File: src/rtl/nvdla_cacc_grp_regfile.sv
// CACC configuration register file with NUM_GROUPS shadow groups: CSB writes fill the
// producer group while the datapath runs from the consumer group until dp_done retires it.
module nvdla_cacc_grp_regfile #(
  parameter int NUM_GROUPS = 2,
  parameter int SIZE_W     = 13,
  parameter int STRIDE_W   = 24,
  parameter int AW         = 32,
  localparam int PTR_W     = $clog2(NUM_GROUPS)
) (
  input  logic                nvdla_core_clk,
  input  logic                nvdla_core_rst,
  input  logic [11:0]         reg_offset,
  input  logic                reg_wr_en,
  input  logic [31:0]         reg_wr_data,
  input  logic                reg_rd_en,
  output logic [31:0]         reg_rd_data,
  output logic                reg_rd_valid,
  input  logic                dp_done,
  input  logic [31:0]         sat_count,
  output logic                op_en,
  output logic                op_en_trigger,
  output logic                wr_locked_err,
  output logic [PTR_W-1:0]    consumer_ptr,
  output logic [4:0]          cfg_batches,
  output logic [4:0]          cfg_clip_truncate,
  output logic [31:0]         cfg_cya,
  output logic [AW-1:0]       cfg_dataout_addr,
  output logic                cfg_line_packed,
  output logic                cfg_surf_packed,
  output logic [SIZE_W-1:0]   cfg_dataout_width,
  output logic [SIZE_W-1:0]   cfg_dataout_height,
  output logic [SIZE_W-1:0]   cfg_dataout_channel,
  output logic [STRIDE_W-1:0] cfg_line_stride,
  output logic [STRIDE_W-1:0] cfg_surf_stride,
  output logic                cfg_conv_mode,
  output logic [1:0]          cfg_proc_precision
);

  localparam int HI_W = (AW > 32) ? AW - 32 : 1;

  localparam logic [11:0] OFF_STATUS    = 12'h000;
  localparam logic [11:0] OFF_POINTER   = 12'h004;
  localparam logic [11:0] OFF_OP_ENABLE = 12'h008;
  localparam logic [11:0] OFF_MISC_CFG  = 12'h00c;
  localparam logic [11:0] OFF_SIZE_0    = 12'h010;
  localparam logic [11:0] OFF_SIZE_1    = 12'h014;
  localparam logic [11:0] OFF_ADDR      = 12'h018;
  localparam logic [11:0] OFF_BATCH     = 12'h01c;
  localparam logic [11:0] OFF_LINE_STR  = 12'h020;
  localparam logic [11:0] OFF_SURF_STR  = 12'h024;
  localparam logic [11:0] OFF_MAP       = 12'h028;
  localparam logic [11:0] OFF_CLIP      = 12'h02c;
  localparam logic [11:0] OFF_SAT       = 12'h030;
  localparam logic [11:0] OFF_CYA       = 12'h034;
  localparam logic [11:0] OFF_ADDR_HI   = 12'h038;

  typedef struct packed {
    logic                conv_mode;
    logic [1:0]          proc_precision;
    logic [SIZE_W-1:0]   width;
    logic [SIZE_W-1:0]   height;
    logic [SIZE_W-1:0]   channel;
    logic [31:0]         addr_lo;
    logic [HI_W-1:0]     addr_hi;
    logic [4:0]          batches;
    logic [STRIDE_W-1:0] line_stride;
    logic [STRIDE_W-1:0] surf_stride;
    logic                line_packed;
    logic                surf_packed;
    logic [4:0]          clip_truncate;
    logic [31:0]         sat;
    logic [31:0]         cya;
  } grp_t;

  grp_t                  grp_q [NUM_GROUPS];
  logic [NUM_GROUPS-1:0] op_en_q;
  logic [PTR_W-1:0]      producer_q;
  logic [PTR_W-1:0]      consumer_q;
  logic                  wr_err_q;

  logic  grp_off;
  logic  locked;
  logic  lock_err;
  logic  grp_we;
  logic  op_en_set;
  logic  done_acc;
  grp_t  cur;
  grp_t  prod;
  logic [31:0] rd_mux;

  // NOTE: every signal assigned in always_comb gets a default first so no latch is inferred.
  always_comb begin
    grp_off = 1'b0;
    case (reg_offset)
      OFF_OP_ENABLE, OFF_MISC_CFG, OFF_SIZE_0, OFF_SIZE_1, OFF_ADDR, OFF_BATCH,
      OFF_LINE_STR, OFF_SURF_STR, OFF_MAP, OFF_CLIP, OFF_SAT, OFF_CYA: grp_off = 1'b1;
      OFF_ADDR_HI: grp_off = (AW > 32);
      default: grp_off = 1'b0;
    endcase
  end

  // The lock check uses the pre-clear op_en, so a write racing dp_done on its group is dropped.
  assign locked    = op_en_q[producer_q];
  assign lock_err  = reg_wr_en && grp_off && locked;
  assign grp_we    = reg_wr_en && grp_off && !locked;
  assign op_en_set = grp_we && (reg_offset == OFF_OP_ENABLE) && reg_wr_data[0];
  assign done_acc  = dp_done && op_en_q[consumer_q];

  // NOTE: sequential state uses non-blocking assignments only.
  always_ff @(posedge nvdla_core_clk or posedge nvdla_core_rst) begin
    if (nvdla_core_rst) begin
      op_en_q       <= '0;
      producer_q    <= '0;
      consumer_q    <= '0;
      wr_err_q      <= 1'b0;
      op_en_trigger <= 1'b0;
      wr_locked_err <= 1'b0;
    end else begin
      op_en_trigger <= op_en_set;
      wr_locked_err <= lock_err;
      if (lock_err)
        wr_err_q <= 1'b1;
      else if (reg_wr_en && reg_offset == OFF_STATUS && reg_wr_data[31])
        wr_err_q <= 1'b0;
      if (reg_wr_en && reg_offset == OFF_POINTER)
        producer_q <= reg_wr_data[PTR_W-1:0];
      if (op_en_set)
        op_en_q[producer_q] <= 1'b1;
      if (done_acc) begin
        op_en_q[consumer_q] <= 1'b0;
        consumer_q          <= consumer_q + 1'b1;
      end
    end
  end

  // NOTE: the group array is reset in full because every field has an architected reset value.
  always_ff @(posedge nvdla_core_clk or posedge nvdla_core_rst) begin
    if (nvdla_core_rst) begin
      for (int g = 0; g < NUM_GROUPS; g++) begin
        grp_q[g]                <= '0;
        grp_q[g].proc_precision <= 2'b01;
      end
    end else begin
      if (done_acc)
        grp_q[consumer_q].sat <= sat_count;
      if (grp_we) begin
        case (reg_offset)
          OFF_MISC_CFG: begin
            grp_q[producer_q].conv_mode      <= reg_wr_data[0];
            grp_q[producer_q].proc_precision <= reg_wr_data[13:12];
          end
          OFF_SIZE_0: begin
            grp_q[producer_q].width  <= reg_wr_data[SIZE_W-1:0];
            grp_q[producer_q].height <= reg_wr_data[16 +: SIZE_W];
          end
          OFF_SIZE_1:   grp_q[producer_q].channel     <= reg_wr_data[SIZE_W-1:0];
          OFF_ADDR:     grp_q[producer_q].addr_lo     <= reg_wr_data;
          OFF_ADDR_HI:  grp_q[producer_q].addr_hi     <= reg_wr_data[HI_W-1:0];
          OFF_BATCH:    grp_q[producer_q].batches     <= reg_wr_data[4:0];
          OFF_LINE_STR: grp_q[producer_q].line_stride <= reg_wr_data[STRIDE_W-1:0];
          OFF_SURF_STR: grp_q[producer_q].surf_stride <= reg_wr_data[STRIDE_W-1:0];
          OFF_MAP: begin
            grp_q[producer_q].line_packed <= reg_wr_data[0];
            grp_q[producer_q].surf_packed <= reg_wr_data[16];
          end
          OFF_CLIP:     grp_q[producer_q].clip_truncate <= reg_wr_data[4:0];
          OFF_CYA:      grp_q[producer_q].cya           <= reg_wr_data;
          default: ;
        endcase
      end
    end
  end

  assign prod = grp_q[producer_q];

  always_comb begin
    rd_mux = 32'h0;
    case (reg_offset)
      OFF_STATUS:    rd_mux = {wr_err_q, 31'(op_en_q)};
      OFF_POINTER:   rd_mux = (32'(consumer_q) << 16) | 32'(producer_q);
      OFF_OP_ENABLE: rd_mux = 32'(op_en_q[producer_q]);
      OFF_MISC_CFG:  rd_mux = {18'h0, prod.proc_precision, 11'h0, prod.conv_mode};
      OFF_SIZE_0:    rd_mux = (32'(prod.height) << 16) | 32'(prod.width);
      OFF_SIZE_1:    rd_mux = 32'(prod.channel);
      OFF_ADDR:      rd_mux = prod.addr_lo;
      OFF_BATCH:     rd_mux = 32'(prod.batches);
      OFF_LINE_STR:  rd_mux = 32'(prod.line_stride);
      OFF_SURF_STR:  rd_mux = 32'(prod.surf_stride);
      OFF_MAP:       rd_mux = (32'(prod.surf_packed) << 16) | 32'(prod.line_packed);
      OFF_CLIP:      rd_mux = 32'(prod.clip_truncate);
      OFF_SAT:       rd_mux = prod.sat;
      OFF_CYA:       rd_mux = prod.cya;
      OFF_ADDR_HI:   if (AW > 32) rd_mux = 32'(prod.addr_hi);
      default:       rd_mux = 32'h0;
    endcase
  end

  // Read data holds its last value between reads; only valid drops.
  always_ff @(posedge nvdla_core_clk or posedge nvdla_core_rst) begin
    if (nvdla_core_rst) begin
      reg_rd_data  <= 32'h0;
      reg_rd_valid <= 1'b0;
    end else begin
      reg_rd_valid <= reg_rd_en;
      if (reg_rd_en)
        reg_rd_data <= rd_mux;
    end
  end

  assign cur                 = grp_q[consumer_q];
  assign op_en               = op_en_q[consumer_q];
  assign consumer_ptr        = consumer_q;
  assign cfg_batches         = cur.batches;
  assign cfg_clip_truncate   = cur.clip_truncate;
  assign cfg_cya             = cur.cya;
  assign cfg_line_packed     = cur.line_packed;
  assign cfg_surf_packed     = cur.surf_packed;
  assign cfg_dataout_width   = cur.width;
  assign cfg_dataout_height  = cur.height;
  assign cfg_dataout_channel = cur.channel;
  assign cfg_line_stride     = cur.line_stride;
  assign cfg_surf_stride     = cur.surf_stride;
  assign cfg_conv_mode       = cur.conv_mode;
  assign cfg_proc_precision  = cur.proc_precision;

  if (AW > 32) begin : g_addr_wide
    assign cfg_dataout_addr = {cur.addr_hi, cur.addr_lo};
  end else begin : g_addr_narrow
    assign cfg_dataout_addr = cur.addr_lo;
  end

endmodule
File: config.mk
export PLATFORM = sky130hd
export DESIGN_NAME = nvdla_cacc_grp_regfile
export DESIGN_NICKNAME = d
export VERILOG_FILES = /design/src/rtl/nvdla_cacc_grp_regfile.sv
export SDC_FILE = /design/constraint.sdc
export NUM_CORES = 1
export LEC_CHECK = 0
export CORE_ASPECT_RATIO = 0.75
export CORE_UTILIZATION = 39
export DETAILED_ROUTE_END_ITERATION = 10
export PLACE_DENSITY = 0.7
export SYNTH_ARGS = -nofsm -noshare
export SYNTH_HDL_FRONTEND = slang
export SYNTH_SLANG_ARGS = --single-unit
File: constraint.sdc
create_clock -name nvdla_core_clk -period 16.5 [get_ports nvdla_core_clk]
set_input_delay 3.3 -clock nvdla_core_clk [delete_from_list [all_inputs] [get_ports nvdla_core_clk]]
set_output_delay 3.3 -clock nvdla_core_clk [all_outputs]
set_load 0.01 [all_outputs]
==> results.yml <==
pwr:
  ir_drop_v: 0.00006771
  internal_power_mw: 1.764
  seqPwrFrac_pct: 46.4
  swShare_pct: 23.72
  pwr-share-clk_pct: 49.2
  cellPowerDensity_nw_per_um2: 84.75
  leakagePower_nw: 12.74
  p_comb_share_pct: 4.5
  power_switching_mw: 0.5486
setup_path:
  required_ps: 17020
  r2r_slack_ps: 12740
  crit_path_max_fanout: 25
  crit_path_start_kind: "input port"
  worstSetupEndpointType: "flip-flop"
  critPathArrivalTime_ps: 7530
  worstSetupPathType: "in2reg"
yosys:
  yosysTopAreaCell: "dfrtp_1"
  synth-seq-cells: 436
  synth_most_common_cell: "mux2_2"
  synth_top_area_share_pct: 48.94
  synth_ff_type: "dfrtp_1"
  synth_area_leaders: "dfrtp_1 49%, mux2_2 23%, mux2i_1 3.3%, a22o_1 2.9%, mux2_1 2.7%"
  yosysWarnings: 0
  synth.cell_area_sq_um: 22190
  ys_top_cells_by_count: "458 x mux2_2, 434 x dfrtp_1, 81 x clkbuf_1"
  seq_area_frac_synth_pct: 49.18
  syn_inst: 1725
  synth-edff-count: 0
  syn_area_per_cell_sq_um: 12.86
  netlist-cell-type-count: 85
  async_flop_share_pct: 100.0
  syn_nets: 1806
timing:
  setup_slack_ps: 9490
  rsz0062_at_grt: "false"
  tightestPinTransition_ps: 1362
  min_period_over_period_pct: 42.48
  fin_tns_setup_ps: 0
  hold_viol_final: 0
  setup_viol: 0
  period_minus_slack_ps: 7010
  max_freq_mhz: 142.7
  worst_clock_skew_ps: 15.42
  max_slew_margin_pct: 8.490
  maxSlewViolCount: 0
routing:
  highest_layer: "met5"
  drc: 0
  viasPerCell: 6.266
  via_count: 17019
  totalWireLength_um: 79380
  wl_met3_um: 7865
  antenna_left: 0
  wl_per_cell_um: 29.23
  drt_first_pass_iters: 6
  wl_met1_um: 33170
  drt_first_iter_violations: 2101
  wl_met2_um: 35860
cts:
  cts_buffer_depth: 3
  clkSlewWorstSetupHoldPaths_ps: 60
  cts_setup_buffers: 0
  cts_tree: "done"
  ctsResizeCount: 0
  ctsHtreeMaxLevel: 2
  root_buffer: "clkbuf_16"
  cts_buffers: 47
  hold_buffers: 0
  clk_latency_ps: 610
  clock_sinks: 436
global_route:
  grt_pass1_wl_um: 115900
  grt_start_max_net_pins: 129
  grt_pass1_vias: 17078
  grt_usage_pct: 26.90
  grt_overflow: 0
  antenna_found_initial: 8
min_path:
  min_path_type: "reg2reg"
layout:
  layout-drive-gt1-share_pct: 32.10
  area_growth_pct: 22.97
  fin_util_pct: 48.71
  fin_nets: 2023
die:
  placementRows: 75
  core_sq_um: 56020
  die_w_um: 277.4
  ios: 284
  start_util_pct: 39.61
  die_h_um: 208.6
  dieArea_sq_um: 57870
placed_design:
  hpwl_um: 53060
  io_buffers: 283
  dp_slack_ps: 9139
  routabilityCongestion: 0.9131
run:
  cap_violations: 0
run_status:
  status: "completed"
critical path, cell delays in order:
cell and delay, ps:
clkdlybuf4s50_1 1070, nor4b_4 330, buf_4 300, nand3_1 700, nor3_1 1320, a221oi_1 260, a31oi_1 230
cell families after synthesis:
| group | count (synthesis) | synth area share, % |
|---|---|---|
| mux | 598 | 30.54 |
| flops | 436 | 49.18 |
| compound gates | 325 | 11.24 |
| simple gates | 190 | 5.396 |
| buf+inv | 175 | 3.609 |
| xor+xnor | 1 | 0.03948 |
power by group through the flow:
stage	clock (mW)	sequential, mW	combinational, mW
floorplan	0	1.09	0.0489
global placement	0	1.09	0.0999
detailed placement	0	1.09	0.102
CTS	1.15	1.07	0.102
global route	1.20	1.07	0.110
finish	1.14	1.07	0.103
worst paths after layout:
| path | start | endpoint | depth (start not counted) |
|---|---|---|---|
| worst max-delay path | reg_offset[2] | reg_rd_data[17]$_DFFE_PP0P_ | 7 |
| worst min-delay path | wr_err_q$_DFFE_PP0P_ | wr_err_q$_DFFE_PP0P_ | 1 |
| worst max register to register | producer_q$_DFFE_PP0P_ | grp_q[206]$_DFFE_PP0P_ | 6 |
| worst min register to register | wr_err_q$_DFFE_PP0P_ | wr_err_q$_DFFE_PP0P_ | 1 |
| max in group asynchronous | nvdla_core_rst | producer_q$_DFFE_PP0P_ | 4 |
| min in group asynchronous | nvdla_core_rst | grp_q[258]$_DFF_PP0_ | 2 |
routing by layer:
layer / vias up / global-route usage (%)
met4: 10 / 8.295
met3: 171 / 7.581
li1: 7041 / -
met5: - / 0
met2: 881 / 40.83
met1: 8916 / 37.22
registers in the layout (all words and copies together) (netlist names):
register       flops
consumer_ptr       1
grp_q            396
op_en_q            2
op_en_trigger      1
producer_q         1
reg_rd_data       32
reg_rd_valid       1
wr_err_q           1
wr_locked_err      1
metrics by stage:
step	area (sq um)	std cells	power [mW]	hold WS, ps
floorplan	22190	1725	1.141	440.8
global placement	25630	2624	1.192	465.1
detailed placement	25630	2624	1.194	458.3
CTS	27280	2712	2.324	481.9
global route	27280	2713	2.377	496.8
finish	27290	2716	2.313	491.9
cells in the final DEF (no fill, tap or decap), drive strengths merged, types with 31 or more instances in the layout:
master,count
nand2,31
a21oi,33
dfrtp,434
clkbuf,63
mux2,512
a22oi,37
a22o,74
clkdlybuf4s50,281
mux2i,74
buf,46
area by class of cell:
cell class	count	area, sq um
Fill cell	4828	28740
Sequential cell	436	10920
Multi-Input combinational cell	1114	10570
Timing Repair Buffer	327	3153
Clock buffer	63	1316
Tap cell	731	914.6
Clock inverter	25	335.3
Inverter	16	67.56
Antenna cell	4	10.01
Note: power is estimated with default switching activity, not from simulation.
